<file path="config.mk">
export PLATFORM = sky130hd
export DESIGN_NAME = modport_mem
export DESIGN_NICKNAME = d
export VERILOG_FILES = /design/src/rtl/mem_pkg.sv /design/src/rtl/mem_array.sv /design/src/rtl/modport_mem.sv
export SDC_FILE = /design/constraint.sdc
export NUM_CORES = 1
export LEC_CHECK = 0
export ABC_AREA = 1
export CAP_MARGIN = 20
export CORE_MARGIN = 2
export CORE_UTILIZATION = 40
export CTS_CLUSTER_SIZE = 20
export DETAILED_ROUTE_END_ITERATION = 8
export PLACE_DENSITY = 0.57
export SLEW_MARGIN = 20
export SYNTH_ARGS = -nofsm -noshare
export SYNTH_HDL_FRONTEND = slang
export SYNTH_HIERARCHICAL = 1
export SYNTH_SLANG_ARGS = --single-unit
</file>
<file path="constraint.sdc">
create_clock -name CLK -period 2.4 [get_ports CLK]
set_input_delay 0.24 -clock CLK [delete_from_list [all_inputs] [get_ports CLK]]
set_output_delay 0.24 -clock CLK [all_outputs]
set_load 0.03 [all_outputs]
</file>
<file path="src/rtl/mem_pkg.sv">
// rtl/mem_pkg.sv - shared sizes and word type for the modport_mem storage block
package mem_pkg;
   localparam int DATA_WIDTH = 32;
   localparam int ADDR_WIDTH = 5;
   localparam int DEPTH      = 1 << ADDR_WIDTH;

   typedef logic [DATA_WIDTH-1:0] word_t;
endpackage

</file>
<file path="src/rtl/mem_array.sv">
// rtl/mem_array.sv - word storage with synchronous clear, write port and registered read port
module mem_array #(
   parameter int Data_Width = 32,
   parameter int Addr_Width = 5
) (
   input  logic                  clk,
   input  logic                  rst_n,
   input  logic                  wr_en,
   input  logic                  rd_en,
   input  logic [Addr_Width-1:0] addr,
   input  logic [Data_Width-1:0] wr_data,
   output logic [Data_Width-1:0] rd_data
);
   localparam int Depth = 1 << Addr_Width;

   logic [Data_Width-1:0] mem [Depth];
   logic [Data_Width-1:0] rd_q;

   // Read and write share one block so a same-address read returns the pre-write word.
   always_ff @(posedge clk) begin
      if (!rst_n) begin
         for (int i = 0; i < Depth; i++) begin
            mem[i] <= '0;
         end
         rd_q <= '0;
      end else begin
         if (rd_en) begin
            rd_q <= mem[addr];
         end
         if (wr_en) begin
            mem[addr] <= wr_data;
         end
      end
   end

   assign rd_data = rd_q;
endmodule

</file>
<file path="src/rtl/modport_mem.sv">
// rtl/modport_mem.sv - single-port synchronous memory with registered read data and read-valid strobe
module modport_mem
   import mem_pkg::*;
#(
   parameter int Data_Width = DATA_WIDTH,
   parameter int Addr_Width = ADDR_WIDTH
) (
   input  logic                  CLK,
   input  logic                  Rst_n,
   input  logic                  Wr_En,
   input  logic                  Rd_En,
   input  logic [Addr_Width-1:0] Address,
   input  logic [Data_Width-1:0] Data_in,
   output logic [Data_Width-1:0] Data_out,
   output logic                  Valid_out
);
   logic valid_q;

   // The array's read register only loads on Rd_En, so Data_out holds between reads.
   mem_array #(
      .Data_Width (Data_Width),
      .Addr_Width (Addr_Width)
   ) u_mem_array (
      .clk     (CLK),
      .rst_n   (Rst_n),
      .wr_en   (Wr_En),
      .rd_en   (Rd_En),
      .addr    (Address),
      .wr_data (Data_in),
      .rd_data (Data_out)
   );

   always_ff @(posedge CLK) begin
      if (!Rst_n) begin
         valid_q <= 1'b0;
      end else begin
         valid_q <= Rd_En;
      end
   end

   assign Valid_out = valid_q;
endmodule

</file>
-- Word-level counts from Yosys, hierarchy flattened
Memories as Yosys holds them, arrays and structs flattened. A register that Yosys moved wholly into a read port is not among the register bits.
Cells that the tools add are included.
- bits of input ports: 41
- memories: 1
- output and inout bits: 33
- word-level logic and storage cells: 11
- memory bits (writable): 1024
- register bits: 1
- reduce and logical (&&, ||, !) cells: 2
- muxes and demuxes: 7
- memory list (name ; words ; bits a word ; rd ports ; clocked after Yosys merged registers in ; write ports ; line ; text):
    u_mem_array.mem ; 32 ; 32 ; 1 ; 1 ; 32 ; mem_array.sv:16 ; logic [Data_Width-1:0] mem [Depth];
- operators with widths (operator ; count):
    32-bit two-way mux ; 1
    32-bit OR reduction ; 1
    1-bit two-way mux ; 5
    5-bit two-way mux ; 1
    1-bit logical NOT ; 1

-- Logic depth before layout (Yosys ltp)
Gate-level depths: netlist of run 1.
- depth in word-level cells: 5
- depth in mapped cells: 13
- gate-level depth less buffers: 11

-- Modules after synthesis
The synthesis of run 1 kept the hierarchy.
- by module, submodules not included (module ; area an instance (um^2) ; sequential area each (um^2) ; cells an instance ; times used):
    mem_array ; 47956.0 ; 31390.1 ; 5402 ; 1
    modport_mem ; 27.5 ; 20.0 ; 3 ; 1

-- Least setup slack after synthesis of run 1
Ideal clock, no wire load.
- kind: input to register
- from: in Address[0]
- to: mem u_mem_array.mem[10][0] (enable)
- setup time: 0.389 ns
- arrival: 2.042 ns
- data required time: 2.011 ns
- path slack: -0.032 ns
- path buffers: 3
- stages: 6
- cells stage by stage: buf_2 > buf_2 > nor3_2 > nand2_1 > clkbuf_1 > nand2_1
- RTL lines (what ; line ; text):
    from (decl) ; modport_mem.sv:12 ; input logic [Addr_Width-1:0] Address,
    to (decl) ; mem_array.sv:16 ;

-- Final worst setup path of run 1
- from: reg u_mem_array.rd_q[0] (netlist: u_mem_array/rd_data[0]), read port of u_mem_array.mem
- to: out Data_out[0]
- RTL lines (what ; line ; text):
    from (decl) ; mem_array.sv:17 ; logic [Data_Width-1:0] rd_q;
    to (decl) ; modport_mem.sv:14 ; output logic [Data_Width-1:0] Data_out,
No word-level cell between the ends.

==> flow_summary.rst, run 1 <==
.. list-table::
   :header-rows: 1

   * - Metric
     - Value
   * - Area of the core
     - about 120000 sq um
   * - P per Cell Area
     - roughly 770 nW/um^2
   * - Antenna violations before repair
     - 2
   * - Last weighted congestion value of the routability-driven placer
     - ~0.84
   * - Share of the yosys chip area belonging to registers
     - 65.5%
   * - Number of clock sinks
     - roughly 1100
   * - Die boundary width
     - roughly 350 um
   * - Final total negative setup slack
     - 0 ns
   * - Unrepaired setup endpoints after global routing
     - no
   * - Crit path setup slack, layout
     - about 0.21 ns
   * - Max VDD drop
     - approximately 620 uV
   * - Critical Path Sink Type
     - primary output
   * - Utilization after layout
     - 46.5%
   * - Floorplan die height
     - about 350 um
   * - Number of slew-limit violations in the final report
     - 0
   * - Crit path largest cell delay
     - roughly 0.77 ns
   * - Largest net degree at the start of global routing
     - between 100 and 150
   * - First-pass detailed-route iteration total
     - 7
   * - Level count of the clock H-tree
     - 3
   * - Worst setup timing slack at the placement stage
     - ~0.033 ns
   * - Number of maximum-capacitance constraint violations
     - 0
   * - Leak pwr
     - 24.0 nW
   * - Warnings, synthesis
     - 6
   * - Worst slew slack as a fraction of its limit
     - slightly below 60%
   * - Critical path fanouts, max
     - 2
   * - GRT Resource Usage Total
     - a little under a quarter
   * - Port Buf Inserts
     - between 70 and 80
   * - Type of the worst setup path
     - reg -> out
   * - Post-CTS repair timing setup buffer count
     - 0
   * - Cell-by-cell listing of the critical path
     - clkdlybuf4s50_1
   * - Yosys reg bits
     - roughly 1100
   * - Share of the cycle needed by the critical path after routing
     - between 90% and 100%
   * - Filler cell count in the final layout
     - approximately 11000
   * - DIE AREA
     - 123000 sq um
   * - Worst Hold Margin
     - approximately 0.11 ns
   * - TritonCTS clock tree
     - built
   * - Via count of the first global-routing pass
     - roughly 34000
   * - Run status
     - completed
   * - Clock skew
     - 0.0362 ns
   * - Starting density of the core
     - 40.2%
   * - Worst-margin pin slew
     - 0.628 ns
   * - Area occupied by multi-input gates
     - 14700 sq um
   * - CTS Buffer Depth
     - 3
   * - Total count of hold-check failures in the final report
     - 0
   * - I/O pin count
     - 74
   * - Family with the most delay on the worst path
     - buffers and inverters
   * - Routed wire length
     - 146000 um
   * - Routed WL per cell
     - between 20 and 25 um
   * - Cts hold-fix bufs
     - 0
   * - Global route overflow
     - 0
   * - Max Freq
     - roughly 460 MHz
   * - Quantity of gates resized following cts
     - 0
   * - Cell Rows
     - between 100 and 150
   * - Sequential Area
     - between 30000 and 40000 sq um
   * - Synthesis-to-layout area growth
     - 15.9%
   * - Buffers & Inverters on Critical Path
     - 1
   * - Ratio of cells with drive above 1 in the final layout
     - about 7.2%
   * - Nets@finish
     - 5453
   * - Class of the worst hold path
     - in -> reg
   * - Post-CTS clock slew at the launch and capture registers of the worst setup and hold paths
     - ~0.070 ns
   * - Shortest period the worst path allows
     - 2.19 ns
   * - Syn_area_per_cell
     - 8.88 sq um
   * - Placed Cells
     - approximately 6900
   * - Area of placed instances
     - between 50000 and 60000 sq um
   * - Slowest cell on the critical path
     - sky130_fd_sc_hd__clkdlybuf4s50_1
   * - CTS root buffer
     - sky130_fd_sc_hd__clkbuf_16
   * - DRT iter0 DRCs
     - 3638
   * - Total nets after synthesis
     - ~5400
   * - Final Non-Filler Cells
     - approximately 7100
   * - Post-DP HPWL
     - 88800 um
   * - Post-Synthesis Cells
     - roughly 5400
   * - Total chip power
     - about 43 mW
   * - First-pass GRT wire length
     - 218000 um
   * - CTS Buf Count
     - ~110
   * - Clock latency of the later-clocked register in the worst-skew pair
     - between 0.7 and 0.8 ns
   * - Worst path required time
     - 2.16 ns
   * - Count of nets left with antenna violations after detail routing
     - 0
   * - Total DRC errors in the routed layout
     - 0
   * - Signal arrival time at the worst endpoint
     - between 1.5 and 2 ns
   * - Synthesized cell area
     - 48000 sq um
   * - Vias per std cell
     - slightly above 5
   * - Count of antenna diodes in the layout
     - 0
   * - Post-route cell area
     - around 56000 sq um
   * - Number of distinct library cell variants in the gate-level netlist after synthesis
     - 15
   * - Via Count
     - 35900
   * - Final setup violation count
     - 0
   * - Launching element type of the critical path
     - flip-flop
## cell usage after synthesis
library cell / instances / area share, %
sky130_fd_sc_hd__nor2_1: 1158 / 9.1
sky130_fd_sc_hd__o21ai_0: 1 / 0.010
sky130_fd_sc_hd__inv_1: 98 / 0.77
sky130_fd_sc_hd__buf_1: 22 / 0.17
sky130_fd_sc_hd__nor3_2: 9 / 0.19
sky130_fd_sc_hd__nand3_1: 98 / 1.0
sky130_fd_sc_hd__clkinv_1: 1 / 0.0078
sky130_fd_sc_hd__edfxtp_1: 1024 / 64
sky130_fd_sc_hd__inv_2: 3 / 0.023
sky130_fd_sc_hd__buf_2: 45 / 0.47
sky130_fd_sc_hd__nor3_4: 1 / 0.034
sky130_fd_sc_hd__clkbuf_1: 326 / 2.6
sky130_fd_sc_hd__dfxtp_1: 33 / 1.4
sky130_fd_sc_hd__nand2_1: 2583 / 20
sky130_fd_sc_hd__a21oi_1: 3 / 0.031
## registers in the layout (all words and copies together) (netlist names)
name / cells
Valid_out: 1
u_mem_array/rd_data: 32
u_mem_array/mem: 1024
## placed cells by master (no fill, tap or decap), types with 2 or more instances in the layout
cell type / n
sky130_fd_sc_hd__inv_6: 4
sky130_fd_sc_hd__a21oi_1: 3
sky130_fd_sc_hd__clkinv_2: 19
sky130_fd_sc_hd__inv_1: 97
sky130_fd_sc_hd__clkbuf_1: 29
sky130_fd_sc_hd__clkdlybuf4s50_1: 69
sky130_fd_sc_hd__buf_12: 90
sky130_fd_sc_hd__inv_8: 2
sky130_fd_sc_hd__nand2_1: 2575
sky130_fd_sc_hd__nor3_4: 8
sky130_fd_sc_hd__clkinvlp_4: 2
sky130_fd_sc_hd__inv_2: 2
sky130_fd_sc_hd__clkbuf_8: 7
sky130_fd_sc_hd__clkinv_8: 2
sky130_fd_sc_hd__dfxtp_1: 33
sky130_fd_sc_hd__nor2_1: 1157
sky130_fd_sc_hd__clkbuf_16: 113
sky130_fd_sc_hd__buf_4: 123
sky130_fd_sc_hd__clkinv_1: 26
sky130_fd_sc_hd__edfxtp_1: 1024
sky130_fd_sc_hd__nor3_2: 2
sky130_fd_sc_hd__nand3_1: 98
sky130_fd_sc_hd__buf_2: 2
sky130_fd_sc_hd__nand2_2: 8
sky130_fd_sc_hd__bufinv_16: 10
## cell families (layout without fill, tap and decap cells)
group,after synthesis,in the layout,synth area share [%]
DFF,1057,1057,65.5
and+or+nand+nor,3849,3849,30.5
buffers and inverters,495,599,3.99
AOI/OAI and AO/OA,4,4,0.0417
## power by group
| part | switching (mW) | leakage (nW) | total (mW) | internal (mW) |
|---|---|---|---|---|
| registers | 0.313 | 10.0 | 21.5 | 21.2 |
| logic | 2.72 | 12.3 | 3.85 | 1.13 |
| clock network | 7.34 | 1.77 | 17.2 | 9.91 |
## metal layers
layer  vias to the layer above  track usage, %  share of wire [%]
met3                       227            4.12                7.5
met2                      1264            38.1                 46
met1                     17300            32.8                 42
met5                         -               0              0.016
li1                      17000               -                  -
met4                         4            8.53                3.6
## area by class of cell
type / count / share of cell area (%)
clock inverter: 63 / 1.06
clock buffer: 148 / 5.43
inverter: 102 / 0.715
sequential: 1057 / 56.5
multi-input combinational: 3853 / 26.5
tap: 1612 / 3.63
timing repair buffer: 286 / 6.21
## final timing paths
path | end | cells after the start | startpoint | slack (ns)
hold reg to reg | u_mem_array/rd_data[19] | 4 | u_mem_array/rd_data[19] | 0.56
hold / removal | Valid_out | 4 | Rd_En | 0.11
setup / recovery | Data_out[0] | 1 | u_mem_array/rd_data[0] | 0.21
setup reg to reg | u_mem_array/rd_data[8] | 10 | u_mem_array/mem[15][8] | 0.94
## worst reg2reg max path, delay by kind of cell (launching register included)
family	cells	cell delay, ns
and+or+nand+nor	9	0.96
buffers and inverters	1	0.04
DFF	1	0.36
No activity file was read; power rests on OpenSTA's default activity.
==> run 2, diff against run 1 <==
- CTS_BUF_LIST: not set -> sky130_fd_sc_hd__clkbuf_4 sky130_fd_sc_hd__clkbuf_8
==> run 2 against run 1 <==
Worst hold slack worse by 0.030 ns. Worst setup slack got worse by 0.13 ns. Global-route usage is 0.24 points higher. Clock power down 8%. Flip-flop and latch count unchanged. Via count increased by 1.5%. Non-clock buffer count increased by 1. Critical endpoint is now Data_out[7]. Cell area fell by 0.34%. Largest cell class unchanged. Fmax decreased by 5.8%. Clock-buffer cell count up 103. Routed wire length grew 0.65%.
==> flow_summary.rst, run 2 (synthesis results as in run 1) <==
.. list-table::
   :header-rows: 1

   * - Metric
     - Value
   * - Synthesis-to-layout area growth
     - 15.5% (was 15.9%)
   * - First-pass detailed-route iteration total
     - 5 (was 7)
   * - Number of slew-limit violations in the final report
     - 0 (unchanged)
   * - Net switching component of the power
     - 10.4 mW (about the same)
   * - Level count of the clock H-tree
     - 4 (was 3)
   * - Leak pwr
     - 24.1 nW (was 24.0 nW)
   * - Count of nets left with antenna violations after detail routing
     - 0 (unchanged)
   * - Nets@finish
     - 5520 (was 5453)
   * - Worst slew slack as a fraction of its limit
     - 57.1% (was 58.1%)
   * - Share of total power consumed by net switching
     - 25.3% (was 24.3%)
   * - Cell-by-cell listing of the critical path
     - clkdlybuf4s50_1 (unchanged)
   * - P per Cell Area
     - 742 nW/um^2 (was 766 nW/um^2)
   * - Largest Register
     - u_mem_array/mem (unchanged)
   * - DRT iter0 DRCs
     - 3446 (was 3638)
   * - Post-DP HPWL
     - 88800 um (unchanged)
   * - Crit path largest cell delay
     - 0.73 ns (was 0.77 ns)
   * - Max Freq
     - 431 MHz (was 458 MHz)
   * - Port Buf Inserts
     - 73 (unchanged)
   * - Filler cell count in the final layout
     - 11400 (about the same)
   * - Post-CTS clock slew at the launch and capture registers of the worst setup and hold paths
     - 0.06 ns (was 0.07 ns)
   * - Starting density of the core
     - 40.2% (unchanged)
   * - Cell Rows
     - 127 (unchanged)
   * - Critical Path Sink Type
     - primary output (unchanged)
   * - Last weighted congestion value of the routability-driven placer
     - 0.839 (unchanged)
   * - Combinational fraction of design power
     - 9.4% (was 9.0%)
   * - CTS Buffer Depth
     - 3 (unchanged)
   * - Shortest period the worst path allows
     - 2.32 ns (was 2.19 ns)
   * - Max VDD drop
     - 490 uV (was 616 uV)
   * - Clock skew
     - 0.0321 ns (was 0.0362 ns)
   * - Max reg flops
     - 1024 (unchanged)
   * - Class of the worst hold path
     - in -> reg (unchanged)
   * - Final total negative setup slack
     - 0 ns (unchanged)
   * - Top library cells by usage in the layout, fill and taps aside
     - sky130_fd_sc_hd__nand2_1, sky130_fd_sc_hd__nor2_1, sky130_fd_sc_hd__edfxtp_1, sky130_fd_sc_hd__clkbuf_8, sky130_fd_sc_hd__buf_4 (was sky130_fd_sc_hd__nand2_1, sky130_fd_sc_hd__nor2_1, sky130_fd_sc_hd__edfxtp_1, sky130_fd_sc_hd__buf_4, sky130_fd_sc_hd__clkbuf_16)
   * - Largest net degree at the start of global routing
     - 104 (unchanged)
   * - Total count of hold-check failures in the final report
     - 0 (unchanged)
   * - Unrepaired setup endpoints after global routing
     - no (unchanged)
   * - GRT Resource Usage Total
     - 24.1% (was 23.8%)
   * - Part of the power in the clock network
     - 38.3% (was 40.5%)
   * - Antenna violations before repair
     - 1 (was 2)
   * - I/O pin count
     - 74 (unchanged)
   * - Run status
     - completed (unchanged)
   * - Family with the most delay on the worst path
     - buffers and inverters (unchanged)
   * - First-pass GRT wire length
     - 220000 um (was 218000 um)
   * - CTS Buf Count
     - 178 (was 112)
   * - Number of clock sinks
     - 1057 (unchanged)
   * - Number of maximum-capacitance constraint violations
     - 0 (unchanged)
   * - Ratio of cells with drive above 1 in the final layout
     - 9.12% (was 7.21%)
   * - Crit path setup slack, layout
     - 0.0799 ns (was 0.214 ns)
   * - Signal arrival time at the worst endpoint
     - 2.08 ns (was 1.95 ns)
   * - Slowest cell on the critical path
     - sky130_fd_sc_hd__clkdlybuf4s50_1 (unchanged)
   * - Type of the worst setup path
     - reg -> out (unchanged)
   * - CTS root buffer
     - sky130_fd_sc_hd__clkbuf_8 (was sky130_fd_sc_hd__clkbuf_16)
   * - Area of the core
     - 119000 sq um (unchanged)
   * - Vias per std cell
     - 5.03 (was 5.04)
   * - Floorplan die height
     - 350 um (unchanged)
   * - Worst path required time
     - 2.16 ns (about the same)
   * - Die boundary width
     - 350 um (unchanged)
   * - Routed wire length
     - 147000 um (was 146000 um)
   * - TritonCTS clock tree
     - built (unchanged)
   * - Internal power contribution
     - 30.7 mW (was 32.2 mW)
   * - Critical path fanouts, max
     - 2 (unchanged)
   * - Clock latency of the later-clocked register in the worst-skew pair
     - 0.86 ns (was 0.71 ns)
   * - Final setup violation count
     - 0 (unchanged)
   * - Routed WL per cell
     - 20.3 um (was 20.5 um)
   * - Worst-margin pin slew
     - 0.643 ns (was 0.628 ns)
   * - Worst setup timing slack at the placement stage
     - 0.0328 ns (unchanged)
   * - Share of the cycle needed by the critical path after routing
     - 96.7% (was 91.1%)
   * - Total DRC errors in the routed layout
     - 0 (unchanged)
   * - Post-CTS repair timing setup buffer count
     - 0 (unchanged)
   * - Leading cell type in the layout, fill and taps excluded
     - sky130_fd_sc_hd__nand2_1 (unchanged)
   * - DIE AREA
     - 123000 sq um (unchanged)
   * - Portion of total power attributed to sequential cells
     - 52.3% (was 50.5%)
   * - Via count of the first global-routing pass
     - 34700 (was 34200)
   * - Via Count
     - 36400 (was 35900)
   * - Worst Hold Margin
     - 0.0803 ns (was 0.111 ns)
   * - Buffers & Inverters on Critical Path
     - 1 (unchanged)
   * - Launching element type of the critical path
     - flip-flop (unchanged)
   * - Global route overflow
     - 0 (unchanged)
-- run 2: layout make-up --
type	count	area (sq um)	share of cell area (%)
Sequential cell	1057	31400	56.7
Antenna cell	2	5.00	0.00903
Clock buffer	251	3050	5.51
Clock inverter	66	358	0.646
Timing Repair Buffer	287	3460	6.25
Inverter	102	398	0.718
Tap cell	1612	2020	3.64
Multi-Input combinational cell	3853	14700	26.6
-- run 2: timing repair --
item | in CTS | in global routing
setup endpoints to repair | 2 | 0
gates resized for setup | 2 | 0
hold endpoints to repair | 2 | 0
hold buffers | 1 | 0
-- run 2: power by group through the flow --
stage | registers, mW | logic [mW] | clock network, mW
4_1_cts | 21.5 | 3.88 | 16.1
3_5_place_dp | 21.9 | 3.86 | 0
6_report | 21.5 | 3.86 | 15.8
5_1_grt | 21.6 | 4.22 | 16.9
2_1_floorplan | 21.9 | 2.07 | 0
3_3_place_gp | 21.9 | 3.85 | 0
-- run 2: path summary, 6_finish.rpt --
kind	cells after the start	slack (ns)	start	to
min reg2reg	4	0.57	u_mem_array/rd_data[19]	u_mem_array/rd_data[19]
max	1	0.08	u_mem_array/rd_data[7]	Data_out[7]
max reg2reg	10	0.93	u_mem_array/mem[15][8]	u_mem_array/rd_data[8]
min	4	0.08	Rst_n	Valid_out
-- run 2: per-layer routing --
metal | wire, um | global-route usage (%) | vias to the layer above | part of all wire, %
li1 | - | - | 17200 | -
met1 | 63000 | 33.4 | 17600 | 43
met2 | 69500 | 39.3 | 1350 | 47
met3 | 10500 | 3.45 | 215 | 7.2
met4 | 3710 | 7.28 | 0 | 2.5
met5 | 0 | 0 | - | 0
-- run 2: through the flow --
| step | power, mW | area, sq um | utilization, % | instances |
|---|---|---|---|---|
| after floorplan | 24.0 | 48000 | - | 5405 |
| after global placement | 25.7 | 52000 | 43.5 | 6910 |
| after detailed placement | 25.8 | 52000 | 43.5 | 6910 |
| after CTS | 41.5 | 55400 | 46.4 | 7228 |
| after global routing | 42.7 | 55400 | 46.4 | 7229 |
| final | 41.1 | 55400 | 46.4 | 7230 |
-- run 2: worst register-to-register path: stages, from the launching register on --
cell and delay (ns):
sky130_fd_sc_hd__edfxtp_1 0.36, sky130_fd_sc_hd__nand2_1 0.07, sky130_fd_sc_hd__nand2_1 0.05, sky130_fd_sc_hd__nand2_1 0.05
sky130_fd_sc_hd__nand2_1 0.13, sky130_fd_sc_hd__nand2_1 0.11, sky130_fd_sc_hd__nand2_1 0.14, sky130_fd_sc_hd__nor2_1 0.22
sky130_fd_sc_hd__nand3_1 0.12, sky130_fd_sc_hd__nand2_1 0.07, sky130_fd_sc_hd__inv_1 0.04
